File: src/rtl/fir_window_loader.sv
// Serial sample loader for the 10-tap dot-product: keeps a sliding window and a coefficient bank.
// Window/coefficients update one cycle after the accepting edge; s_ready drops while coef_we or flush is asserted.
module fir_window_loader #(
    parameter int TAPS = 10,
    parameter int DW   = 4,
    parameter int AW   = 4
) (
    input  logic                 clk,
    input  logic                 reset,
    input  logic                 s_valid,
    input  logic [DW-1:0]        s_data,
    output logic                 s_ready,
    input  logic                 coef_we,
    input  logic [AW-1:0]        coef_addr,
    input  logic [DW-1:0]        coef_data,
    input  logic                 flush,
    output logic [TAPS*DW-1:0]   x_bus,
    output logic [TAPS*DW-1:0]   h_bus,
    output logic                 win_valid,
    output logic [AW-1:0]        fill_cnt,
    output logic [15:0]          win_cnt
);

    typedef enum logic [1:0] {
        EMPTY = 2'd0,
        FILL  = 2'd1,
        FULL  = 2'd2
    } state_t;

    state_t              state_q, state_d;
    logic [TAPS*DW-1:0]  x_q, x_d;
    logic [TAPS*DW-1:0]  h_q, h_d;
    logic                win_valid_q, win_valid_d;
    logic [AW-1:0]       fill_cnt_q, fill_cnt_d;
    logic [15:0]         win_cnt_q, win_cnt_d;
    logic                accept;

    // Stalling on coef_we keeps coefficient updates and window shifts in separate cycles.
    assign s_ready = reset & ~coef_we & ~flush;
    assign accept  = s_valid & s_ready;

    always_comb begin
        state_d     = state_q;
        x_d         = x_q;
        h_d         = h_q;
        win_valid_d = 1'b0;
        fill_cnt_d  = fill_cnt_q;
        win_cnt_d   = win_cnt_q;

        if (flush) begin
            x_d        = '0;
            fill_cnt_d = '0;
            state_d    = EMPTY;
        end else if (accept) begin
            x_d = {x_q[(TAPS-1)*DW-1:0], s_data};
            if (fill_cnt_q < AW'(TAPS)) begin
                fill_cnt_d = fill_cnt_q + AW'(1);
            end
            if (fill_cnt_d == AW'(TAPS)) begin
                win_valid_d = 1'b1;
                win_cnt_d   = win_cnt_q + 16'd1;
            end
            case (state_q)
                EMPTY:   state_d = (fill_cnt_d == AW'(TAPS)) ? FULL : FILL;
                FILL:    state_d = (fill_cnt_d == AW'(TAPS)) ? FULL : FILL;
                FULL:    state_d = FULL;
                default: state_d = EMPTY;
            endcase
        end

        // Out-of-range addresses match no entry and are dropped.
        if (coef_we) begin
            for (int i = 0; i < TAPS; i++) begin
                if (coef_addr == AW'(i)) begin
                    h_d[i*DW +: DW] = coef_data;
                end
            end
        end
    end

    always_ff @(posedge clk or negedge reset) begin
        if (!reset) begin
            state_q     <= EMPTY;
            x_q         <= '0;
            h_q         <= '0;
            win_valid_q <= 1'b0;
            fill_cnt_q  <= '0;
            win_cnt_q   <= '0;
        end else begin
            state_q     <= state_d;
            x_q         <= x_d;
            h_q         <= h_d;
            win_valid_q <= win_valid_d;
            fill_cnt_q  <= fill_cnt_d;
            win_cnt_q   <= win_cnt_d;
        end
    end

    assign x_bus     = x_q;
    assign h_bus     = h_q;
    assign win_valid = win_valid_q;
    assign fill_cnt  = fill_cnt_q;
    assign win_cnt   = win_cnt_q;

endmodule
File: config.mk
export PLATFORM = sky130hd
export DESIGN_NAME = fir_window_loader
export DESIGN_NICKNAME = d
export VERILOG_FILES = /design/src/rtl/fir_window_loader.sv
export SDC_FILE = /design/constraint.sdc
export NUM_CORES = 1
export LEC_CHECK = 0
export CAP_MARGIN = 10
export CORE_MARGIN = 4
export CORE_UTILIZATION = 50
export DETAILED_ROUTE_END_ITERATION = 8
export GPL_ROUTABILITY_DRIVEN = 0
export PLACE_DENSITY_LB_ADDON = 0.3
export SETUP_SLACK_MARGIN = 0.5
export SYNTH_ARGS = -nofsm -noshare
export SYNTH_HDL_FRONTEND = slang
export SYNTH_SLANG_ARGS = --single-unit
export TNS_END_PERCENT = 10
File: constraint.sdc
create_clock -name clk -period 3.93 [get_ports clk]
set_clock_uncertainty 0.1 [all_clocks]
set_input_delay 0.786 -clock clk [delete_from_list [all_inputs] [get_ports clk]]
set_output_delay 0.786 -clock clk [all_outputs]
set_load 0.01 [all_outputs]
==> results.md, run 1 <==
- Status: completed
- Leading area contributor after synthesis: dfrtp_1
- Pint: between 1.5 and 2 mW
- DP HPWL: ~6600 um
- Post-synth EDFFs: 0
- Sw Share: 25.5%
- Area grow syn2layout: 34.1%
- Final min period: around 3.1 ns
- Critical path required time: approximately 3.0 ns
- DIE HEIGHT: between 90 and 100 um
- TritonRoute pass-1 iters: 4
- # hold bufs at CTS: 0
- Reg2reg path depth: 5
- CTS tree: yes
- Cells after Synth: between 300 and 400
- Total core area: 8220 um2
- Final WL: 9590 um
- Total gr overflow: 0
- Final Non-Filler Cells: 596
- Pwr per Cell Area: ~400 nW/um2
- Vias in the first global route: 3,253
- CTS Buffer Depth: 2
- Final Hold Viols: 0
- Setup bufs post-CTS: 0
- Fin. max-slew vios: 0
- FF-to-FF Start: fill_cnt[0]
- Final Cycle Share: about four fifths
- Reg2reg setup slack: between 1.5 and 2 ns
- RSZ-0062 raised after global routing: false
- Placed cells: a little under 600
- Via Count: between 3,000 and 4,000
- Sequential-to-total area share from yosys stat: roughly 60%
- Worst slew pin tran: approximately 0.91 ns
- Hold slack: 0.253 ns
- Slew headroom: ~40%
- Root Driver: clkbuf_8
- CP startpoint: coef_we
- Mapped cell area: ~4200 um2
- CTS resizes: 0
- Sequential Power Share: ~52%
- #FFs+latches synth: slightly above 100
- Detailed Route Iter0 Violations: 100
- Worst setup path endpoint: s_ready
- Post-synthesis area per instance: 11.2 um2
- Clk slew on worst S/H paths: 0.09 ns
- FILL cells: about 630
- Synth Flop Type: dfrtp_1
- Async SR Flop Fraction: 100%
- Cell Area, Placed: ~5500 um2
- Vias/cell: approximately 5.3
- Synth top area share: about three fifths
- Worst skew pair latency: around 0.36 ns
- Hold Crit Class: input port to async pin
- Initial antenna violation count: 0
- Largest net degree at the start of global routing: 74
- IO Pins: between 100 and 150
- Residual DRC count: 0
- Switch Pwr: a little under 0.6 mW
- Final nets: around 500
- Synth area leaders: dfrtp_1 60%, mux2_2 11%, nand2_1 7.9%, a21oi_1 4.9%, xnor2_1 3.1%
- Inserted Clock Buffers: 9
- FMAX: about 320 MHz
- GRT Total Usage: slightly above 20%
- Crit path DAT: 2.20 ns
- VDD IR max: 0.300 mV
- Syn_nets: about 400
- Combinational power share: 18.7%
- First-pass GRT wire length: ~16,000 um
- Design area: between 5000 and 6000 um2
- Crit path kind: input port to output port
- IO Port Bufs: ~120
- Initial Util: between 50 and 60%
- Rows: 33
- Startpoint Class: input port
- Reg2Reg Capture Point: win_cnt[1]
- Drt wl/cell: around 16 um
- CP Max Fanout: 6
- Htree depth: 3
- Antenna Diode Count: 0
- Share of layout cells above drive strength 1: a little over an eighth
- Chip width: approximately 100 um
- Max-Cap Viols: 0
- Total clock sinks: between 100 and 150
- Setup TNS: 0 ns
- ANT nets after route: 0
- Critical Path Sink Type: output port
- Unique masters post-synth: 37
- Leakage: 2.33 nW
- # setup viols final: 0
- Clock share of power: just under 30%
- Die Footprint: 9990 um2
- Yosys warning count: 0
[worst max-delay path: stages]
cell,delay [ns]
clkdlybuf4s50_1,0.50
nand2b_1,0.25
nor2_1,0.12
clkdlybuf4s50_1,0.55
[how the worst min path moves through the flow]
stage                start     endpoint  slack (ns)  depth (start not counted)
2_1_floorplan        reset  fill_cnt[0]        0.39                          0
3_3_place_gp   win_cnt[15]  win_cnt[15]        0.37                          1
3_5_place_dp   win_cnt[14]  win_cnt[14]        0.39                          1
4_1_cts              reset   win_cnt[9]        0.25                          1
5_1_grt              reset   win_cnt[8]        0.26                          1
6_report             reset   win_cnt[4]        0.25                          1
[power by group through the flow]
stage	Clock (mW)	Sequential (mW)	Combinational, mW
final	0.661	1.19	0.428
after global routing	0.724	1.21	0.463
after global placement	0	1.21	0.424
after floorplan	0	1.25	0.115
after CTS	0.676	1.19	0.436
after detailed placement	0	1.21	0.434
[routing by layer]
metal	GRT usage (%)	vias up	share of wire [%]
met1	28.0	1533	43
met4	6.30	0	1.2
met3	5.84	9	6.9
met5	0	-	0
li1	-	1505	-
met2	32.6	90	49
[layout make-up]
| type | instances | area (um2) | share of cell area [%] |
|---|---|---|---|
| multi-input combinational | 251 | 1600 | 28.2 |
| tap | 105 | 131 | 2.32 |
| sequential | 101 | 2530 | 44.6 |
| inverter | 2 | 7.51 | 0.132 |
| timing repair buffer | 122 | 1200 | 21.2 |
| clock buffer | 10 | 138 | 2.43 |
| clock inverter | 5 | 60.1 | 1.06 |
[logic make-up after synthesis]
family,after synthesis,share of synthesized area (%)
XOR/XNOR,16,3.32
AND/OR/NAND/NOR,131,14.2
multiplexers,41,10.9
AO/OA/AOI/OAI,61,8.82
buffers and inverters,24,2.37
adder cells (fa/ha/maj),2,0.592
flip-flops,101,59.8
[metrics by stage]
step / util [%] / worst slack (ns) / power [mW]
CTS: 69.0 / 0.834 / 2.31
floorplan: - / 1.67 / 1.37
global route: 69.0 / 0.761 / 2.39
finish: 69.0 / 0.839 / 2.28
detailed placement: 66.6 / 0.833 / 1.64
global placement: 66.6 / 0.842 / 1.63
[layout by cell type (no fill, tap or decap), types with 2 or more instances in the layout]
master / n
nand3_1: 4
nand4_1: 2
nor3_1: 4
dfrtp_1: 101
and2_1: 3
nor2_1: 9
clkdlybuf4s50_1: 116
o211ai_1: 4
buf_4: 5
o2111ai_1: 10
ha_1: 2
nand2_1: 89
nor2b_1: 3
a21oi_1: 41
and4_1: 2
mux2_2: 40
and3_1: 4
clkbuf_8: 10
o21ai_0: 2
nand2b_1: 3
inv_1: 2
xnor2_1: 15
[registers in the layout, summed over array words and instances (netlist names)]
signal,cells
win_valid,1
h_bus,40
x_bus,40
win_cnt,16
fill_cnt,4
[synth_stat cells, types with 3 or more instances]
master / number
nor3_1: 4
nand2_1: 89
buf_1: 6
a21oi_1: 41
clkbuf_1: 13
nand2b_1: 3
o211ai_1: 4
and2_1: 3
o2111ai_1: 10
nand3_1: 4
nor2_1: 9
and3_1: 4
nor2b_1: 3
xnor2_1: 15
dfrtp_1: 101
mux2_2: 40
Note: power is estimated with default switching activity, not from simulation.
==> run 2, diff against run 1 <==
--- a/config.mk
+++ b/config.mk
@@ -7,7 +7,7 @@
 export LEC_CHECK = 0
 export CAP_MARGIN = 10
 export CORE_MARGIN = 4
-export CORE_UTILIZATION = 50
+export CORE_UTILIZATION = 48
 export DETAILED_ROUTE_END_ITERATION = 8
 export GPL_ROUTABILITY_DRIVEN = 0
 export PLACE_DENSITY_LB_ADDON = 0.3
==> constraint.sdc (replaced) <==
create_clock -name clk -period 3.1 [get_ports clk]
set_clock_uncertainty 0.1 [all_clocks]
set_input_delay 0.62 -clock clk [delete_from_list [all_inputs] [get_ports clk]]
set_output_delay 0.62 -clock clk [all_outputs]
set_load 0.01 [all_outputs]
==> results.md, run 2 (synthesized netlist as in run 1, its figures left out) <==
- Status: completed (unchanged)
- DIE HEIGHT: 102 um (was 99.9 um)
- Final Hold Viols: 0 (unchanged)
- Root Driver: clkbuf_8 (unchanged)
- Share of layout cells above drive strength 1: 14.0% (was 13.4%)
- Via Count: 3,199 (was 3,137)
- RSZ-0062 raised after global routing: false (unchanged)
- Detailed Route Iter0 Violations: 143 (was 100)
- Initial antenna violation count: 0 (unchanged)
- Area grow syn2layout: 34.0% (was 34.1%)
- Final nets: 508 (was 506)
- Most frequent cells in the layout: 115 x clkdlybuf4s50_1, 101 x dfrtp_1, 89 x nand2_1 (was 116 x clkdlybuf4s50_1, 101 x dfrtp_1, 89 x nand2_1)
- CTS tree: yes (unchanged)
- Cell Area, Placed: 5480 um2 (was 5470 um2)
- # setup viols final: 0 (unchanged)
- ANT nets after route: 0 (unchanged)
- Rows: 33 (unchanged)
- FILL cells: 665 (was 632)
- Crit-path slowest cell: clkdlybuf4s50_1 (unchanged)
- Worst slew pin tran: 0.790 ns (was 0.907 ns)
- Startpoint Class: input port (unchanged)
- IO Port Bufs: 118 (unchanged)
- Buf/Inv on CP: 2 (unchanged)
- Worst skew pair latency: 0.35 ns (was 0.36 ns)
- Total core area: 8380 um2 (was 8220 um2)
- Design area: 5670 um2 (about the same)
- Max-Cap Viols: 0 (unchanged)
- Total gr overflow: 0 (unchanged)
- # hold bufs at CTS: 0 (unchanged)
- GRT Total Usage: 19.7% (was 20.7%)
- First-pass GRT wire length: 16,000 um (was 16,300 um)
- Placed cells: 583 (was 581)
- CP peak stage delay: 0.56 ns (was 0.55 ns)
- Cell Chain, Critical Path: dlygate4sd2_1, nand2b_4, nor2_1, clkdlybuf4s50_1 (was clkdlybuf4s50_1, nand2b_1, nor2_1, clkdlybuf4s50_1)
- Pwr per Cell Area: 493 nW/um2 (was 403 nW/um2)
- CP Max Fanout: 6 (unchanged)
- Fin. max-slew vios: 0 (unchanged)
- Vias in the first global route: 3,240 (was 3,253)
- TritonRoute pass-1 iters: 4 (unchanged)
- Vias/cell: 5.35 (was 5.26)
- Largest net degree at the start of global routing: 65 (was 74)
- Hold Crit Class: input port to async pin (unchanged)
- Total clock sinks: 101 (unchanged)
- Setup TNS: 0 ns (unchanged)
- Final Non-Filler Cells: 598 (was 596)
- IO Pins: 119 (unchanged)
- Most common cell after layout, fill and taps aside: clkdlybuf4s50_1 (unchanged)
- Residual DRC count: 0 (unchanged)
- Drt wl/cell: 16.2 um (was 16.1 um)
- Final Cycle Share: roughly 81%
- Die Footprint: 10,400 um2 (was 9990 um2)
- Setup bufs post-CTS: 0 (unchanged)
- Slew headroom: 47.3% (was 39.5%)
- Final Core Density: 67.6% (was 69.0%)
- Initial Util: 50.4% (was 51.4%)
- Final min period: 2.51 ns
- Crit path DAT: 1.79 ns (was 2.20 ns)
- Crit path kind: input port to output port (unchanged)
- Inserted Clock Buffers: 9 (unchanged)
- CTS resizes: 1 (was 0)
- Clk slew on worst S/H paths: 0.09 ns (about the same)
- Htree depth: 3 (unchanged)
- Critical path required time: 2.38 ns (was 3.04 ns)
- FMAX: ~400 MHz
- Antenna Diode Count: 0 (unchanged)
- CTS Buffer Depth: 2 (unchanged)
- Final WL: 9710 um (was 9590 um)
- Chip width: 102 um (was 99.9 um)
- Leakage: 2.33 nW (about the same)
- Critical Path Sink Type: output port (unchanged)
- VDD IR max: 0.417 mV (was 0.300 mV)
- Top cell family by delay on the critical path: buffers and inverters (unchanged)
- DP HPWL: 6940 um (was 6640 um)
## run 2: final timing paths
path | start | cells past startpoint | endpoint | slack (ns)
max | coef_we | 4 | s_ready | 0.59
min | reset | 1 | h_bus[8] | 0.05
max reg2reg | fill_cnt[0] | 5 | win_cnt[1] | 0.75
min reg2reg | win_cnt[15] | 1 | win_cnt[15] | 0.38
max in group asynchronous | reset | 2 | win_cnt[12] | 1.77
min in group clk | win_cnt[15] | 1 | win_cnt[15] | 0.38
## run 2: cell type report
| cell class | instances | area (um2) | area share (%) |
|---|---|---|---|
| flip-flops and latches | 101 | 2530 | 44.6 |
| multi-input cells | 251 | 1610 | 28.4 |
| repair buffers | 124 | 1220 | 21.5 |
| clock buffers | 10 | 138 | 2.43 |
| well taps | 105 | 131 | 2.32 |
| clock inverters | 5 | 37.5 | 0.663 |
| inverters | 2 | 7.51 | 0.133 |
## run 2: per-layer routing
metal / share of wire [%] / global-route usage (%) / vias to the layer above
li1: - / - / 1520
met1: 41 / 24.3 / 1570
met2: 49 / 32.5 / 103
met3: 8.9 / 8.40 / 6
met4: 1.0 / 4.54 / 0
met5: 0 / 0 / -
## run 2: through the flow
stage	setup WS, ns	hold WS, ns	power [mW]
after floorplan	0.996	0.224	1.73
after detailed placement	0.300	0.366	2.08
after global placement	0.297	0.374	2.07
after global routing	0.503	0.0313	2.94
after CTS	0.541	0.0187	2.84
final	0.589	0.0460	2.79
## run 2: where the power goes
| group | total [mW] | switching [mW] | internal (mW) |
|---|---|---|---|
| registers | 1.51 | 0.0687 | 1.44 |
| clock network | 0.740 | 0.429 | 0.311 |
| logic | 0.543 | 0.222 | 0.322 |
## run 2: worst reg2reg max path, stage by stage, from the launching register on
cell and delay (ns):
dfrtp_1 0.47, ha_1 0.27, or4b_4 0.55, a21oi_4 0.37
o21ai_2 0.15, mux2_1 0.32
==> run 3, diff against run 2 <==
--- a/config.mk
+++ b/config.mk
@@ -7,7 +7,7 @@
 export LEC_CHECK = 0
 export CAP_MARGIN = 10
 export CORE_MARGIN = 4
-export CORE_UTILIZATION = 48
+export CORE_UTILIZATION = 43
 export DETAILED_ROUTE_END_ITERATION = 8
 export GPL_ROUTABILITY_DRIVEN = 0
 export PLACE_DENSITY_LB_ADDON = 0.3
==> constraint.sdc (replaced) <==
create_clock -name clk -period 2.2 [get_ports clk]
set_clock_uncertainty 0.1 [all_clocks]
set_input_delay 0.44 -clock clk [delete_from_list [all_inputs] [get_ports clk]]
set_output_delay 0.44 -clock clk [all_outputs]
set_load 0.01 [all_outputs]
==> results.md, run 3 (synthesized netlist as in run 1, its figures left out) <==
- FMAX: about 480 MHz
- IO Port Bufs: 118 (unchanged)
- # setup viols final: 0 (unchanged)
- Rows: 35 (was 33)
- Worst skew pair latency: 0.36 ns (was 0.35 ns)
- Final min period: 2.07 ns
- Pwr per Cell Area: 659 nW/um2 (was 493 nW/um2)
- Share of layout cells above drive strength 1: 21.3% (was 14.0%)
- Chip width: 107 um (was 102 um)
- Final nets: 535 (was 508)
- DIE HEIGHT: 107 um (was 102 um)
- Drt wl/cell: 16.1 um (was 16.2 um)
- Design area: 6020 um2 (was 5670 um2)
- Largest net degree at the start of global routing: 48 (was 65)
- Reg2reg path depth: 6 (was 5)
- GRT Total Usage: 19.0% (was 19.7%)
- Leakage: 2.56 nW (was 2.33 nW)
- Fin. max-slew vios: 0 (unchanged)
- Root Driver: clkbuf_8 (unchanged)
- Residual DRC count: 0 (unchanged)
- Final Hold Viols: 0 (unchanged)
- Worst slew pin tran: 0.738 ns (was 0.790 ns)
- Overall power: 3.97 mW (was 2.79 mW)
- ANT nets after route: 0 (unchanged)
- Hold slack: 0.0704 ns (was 0.0460 ns)
- Crit path kind: flip-flop to flip-flop (was input port to output port)
- Htree depth: 3 (unchanged)
- CTS Buffer Depth: 2 (unchanged)
- Detailed Route Iter0 Violations: 107 (was 143)
- Clk slew on worst S/H paths: 0.10 ns (was 0.09 ns)
- Die Footprint: 11,500 um2 (was 10,400 um2)
- Routed length on met1: 4510 um (was 3980 um)
- Total gr overflow: 0 (unchanged)
- Area grow syn2layout: 42.5% (was 34.0%)
- FILL cells: 739 (was 665)
- RSZ-0062 raised after global routing: true (was false)
- WL met2: 5200 um (was 4760 um)
- DR WL met3: 651 um (was 867 um)
- Area of the multi-input gates: 1680 um2 (was 1610 um2)
- Status: completed (unchanged)
- Highest metal used: met4 (unchanged)
- FF/Latch Area: 2530 um2 (about the same)
- Max-Cap Viols: 0 (unchanged)
- Vias in the first global route: 3,357 (was 3,240)
- Inserted Clock Buffers: 9 (unchanged)
- Startpoint Class: flip-flop (was input port)
- IO Pins: 119 (unchanged)
- Setup WS post-layout: 0.135 ns (was 0.589 ns)
- TritonRoute pass-1 iters: 4 (unchanged)
- Initial Util: 44.9% (was 50.4%)
- CP Max Fanout: 7 (was 6)
- Most common cell after layout, fill and taps aside: clkdlybuf4s50_1 (unchanged)
- Critical path required time: 2.35 ns (was 2.38 ns)
- Total core area: 9420 um2 (was 8380 um2)
- First-pass GRT wire length: 17,500 um (was 16,000 um)
- Vias/cell: 5.08 (was 5.35)
- Final WL: 10,500 um (was 9710 um)
- Antenna Diode Count: 0 (unchanged)
- DP HPWL: 7210 um (was 6940 um)
- Most frequent cells in the layout: 109 x clkdlybuf4s50_1, 97 x dfrtp_1, 89 x nand2_1 (was 115 x clkdlybuf4s50_1, 101 x dfrtp_1, 89 x nand2_1)
- CTS tree: yes (unchanged)
- Pre-CTS setup slack: -0.0667 ns (was 0.300 ns)
- Initial antenna violation count: 0 (unchanged)
- Crit path DAT: 2.22 ns (was 1.79 ns)
- Via Count: 3,302 (was 3,199)
- Slew headroom: 50.7% (was 47.3%)
- Total clock sinks: 101 (unchanged)
- VDD IR max: 0.478 mV (was 0.417 mV)
- Hold Crit Class: input port to async pin (unchanged)
- Cell Area, Placed: 5720 um2 (was 5480 um2)
- Final Cycle Share: a little over nine tenths
- Critical Path Sink Type: flip-flop (was output port)
- Setup TNS: 0 ns (unchanged)
run 3: metrics by stage:
| stage | utilization [%] | cells |
|---|---|---|
| after floorplan | - | 376 |
| after global placement | 60.7 | 623 |
| after detailed placement | 60.7 | 623 |
| after CTS | 63.4 | 646 |
| after global routing | 64.0 | 650 |
| final | 64.0 | 650 |
run 3: where the power goes:
part	internal (mW)	switching (mW)	leakage [nW]
Combinational	0.470	0.325	1.14
Clock	0.415	0.635	0.0795
Sequential	2.03	0.0958	1.34
run 3: timing repair:
action,4_1_cts,5_1_grt
endpoints found under the setup margin,153,193
pin swaps,10,1
gates resized for setup,16,11
buffers inserted,6,4
endpoints found under the hold margin,16,0
hold buffers,1,0
run 3: final cells by class:
cell class | count | area share, %
clock inverters | 5 | 0.623
flip-flops and latches | 101 | 42.0
repair buffers | 151 | 24.4
inverters | 2 | 0.125
multi-input cells | 251 | 28.0
clock buffers | 11 | 2.18
well taps | 129 | 2.68
run 3: critical path, stage by stage, from the launching register on:
cell	delay [ns]
dfrtp_2	0.45
ha_4	0.17
or4b_4	0.49
a21oi_4	0.29
buf_6	0.19
o2111ai_2	0.12
xnor2_1	0.15
run 3: worst paths after layout:
check / from / endpoint / slack, ns
setup / recovery: fill_cnt[1] / win_cnt[10] / 0.13
hold / removal: reset / win_cnt[13] / 0.07
setup reg to reg: fill_cnt[1] / win_cnt[10] / 0.13
hold reg to reg: win_cnt[15] / win_cnt[15] / 0.39
max in group asynchronous: reset / win_cnt[6] / 0.77
min in group clk: flush / x_bus[30] / 0.36
run 3: layer usage:
metal	GRT usage, %	up-vias
li1	-	1580
met1	24.2	1641
met2	31.8	75
met3	5.48	6
met4	5.30	0
met5	0	-
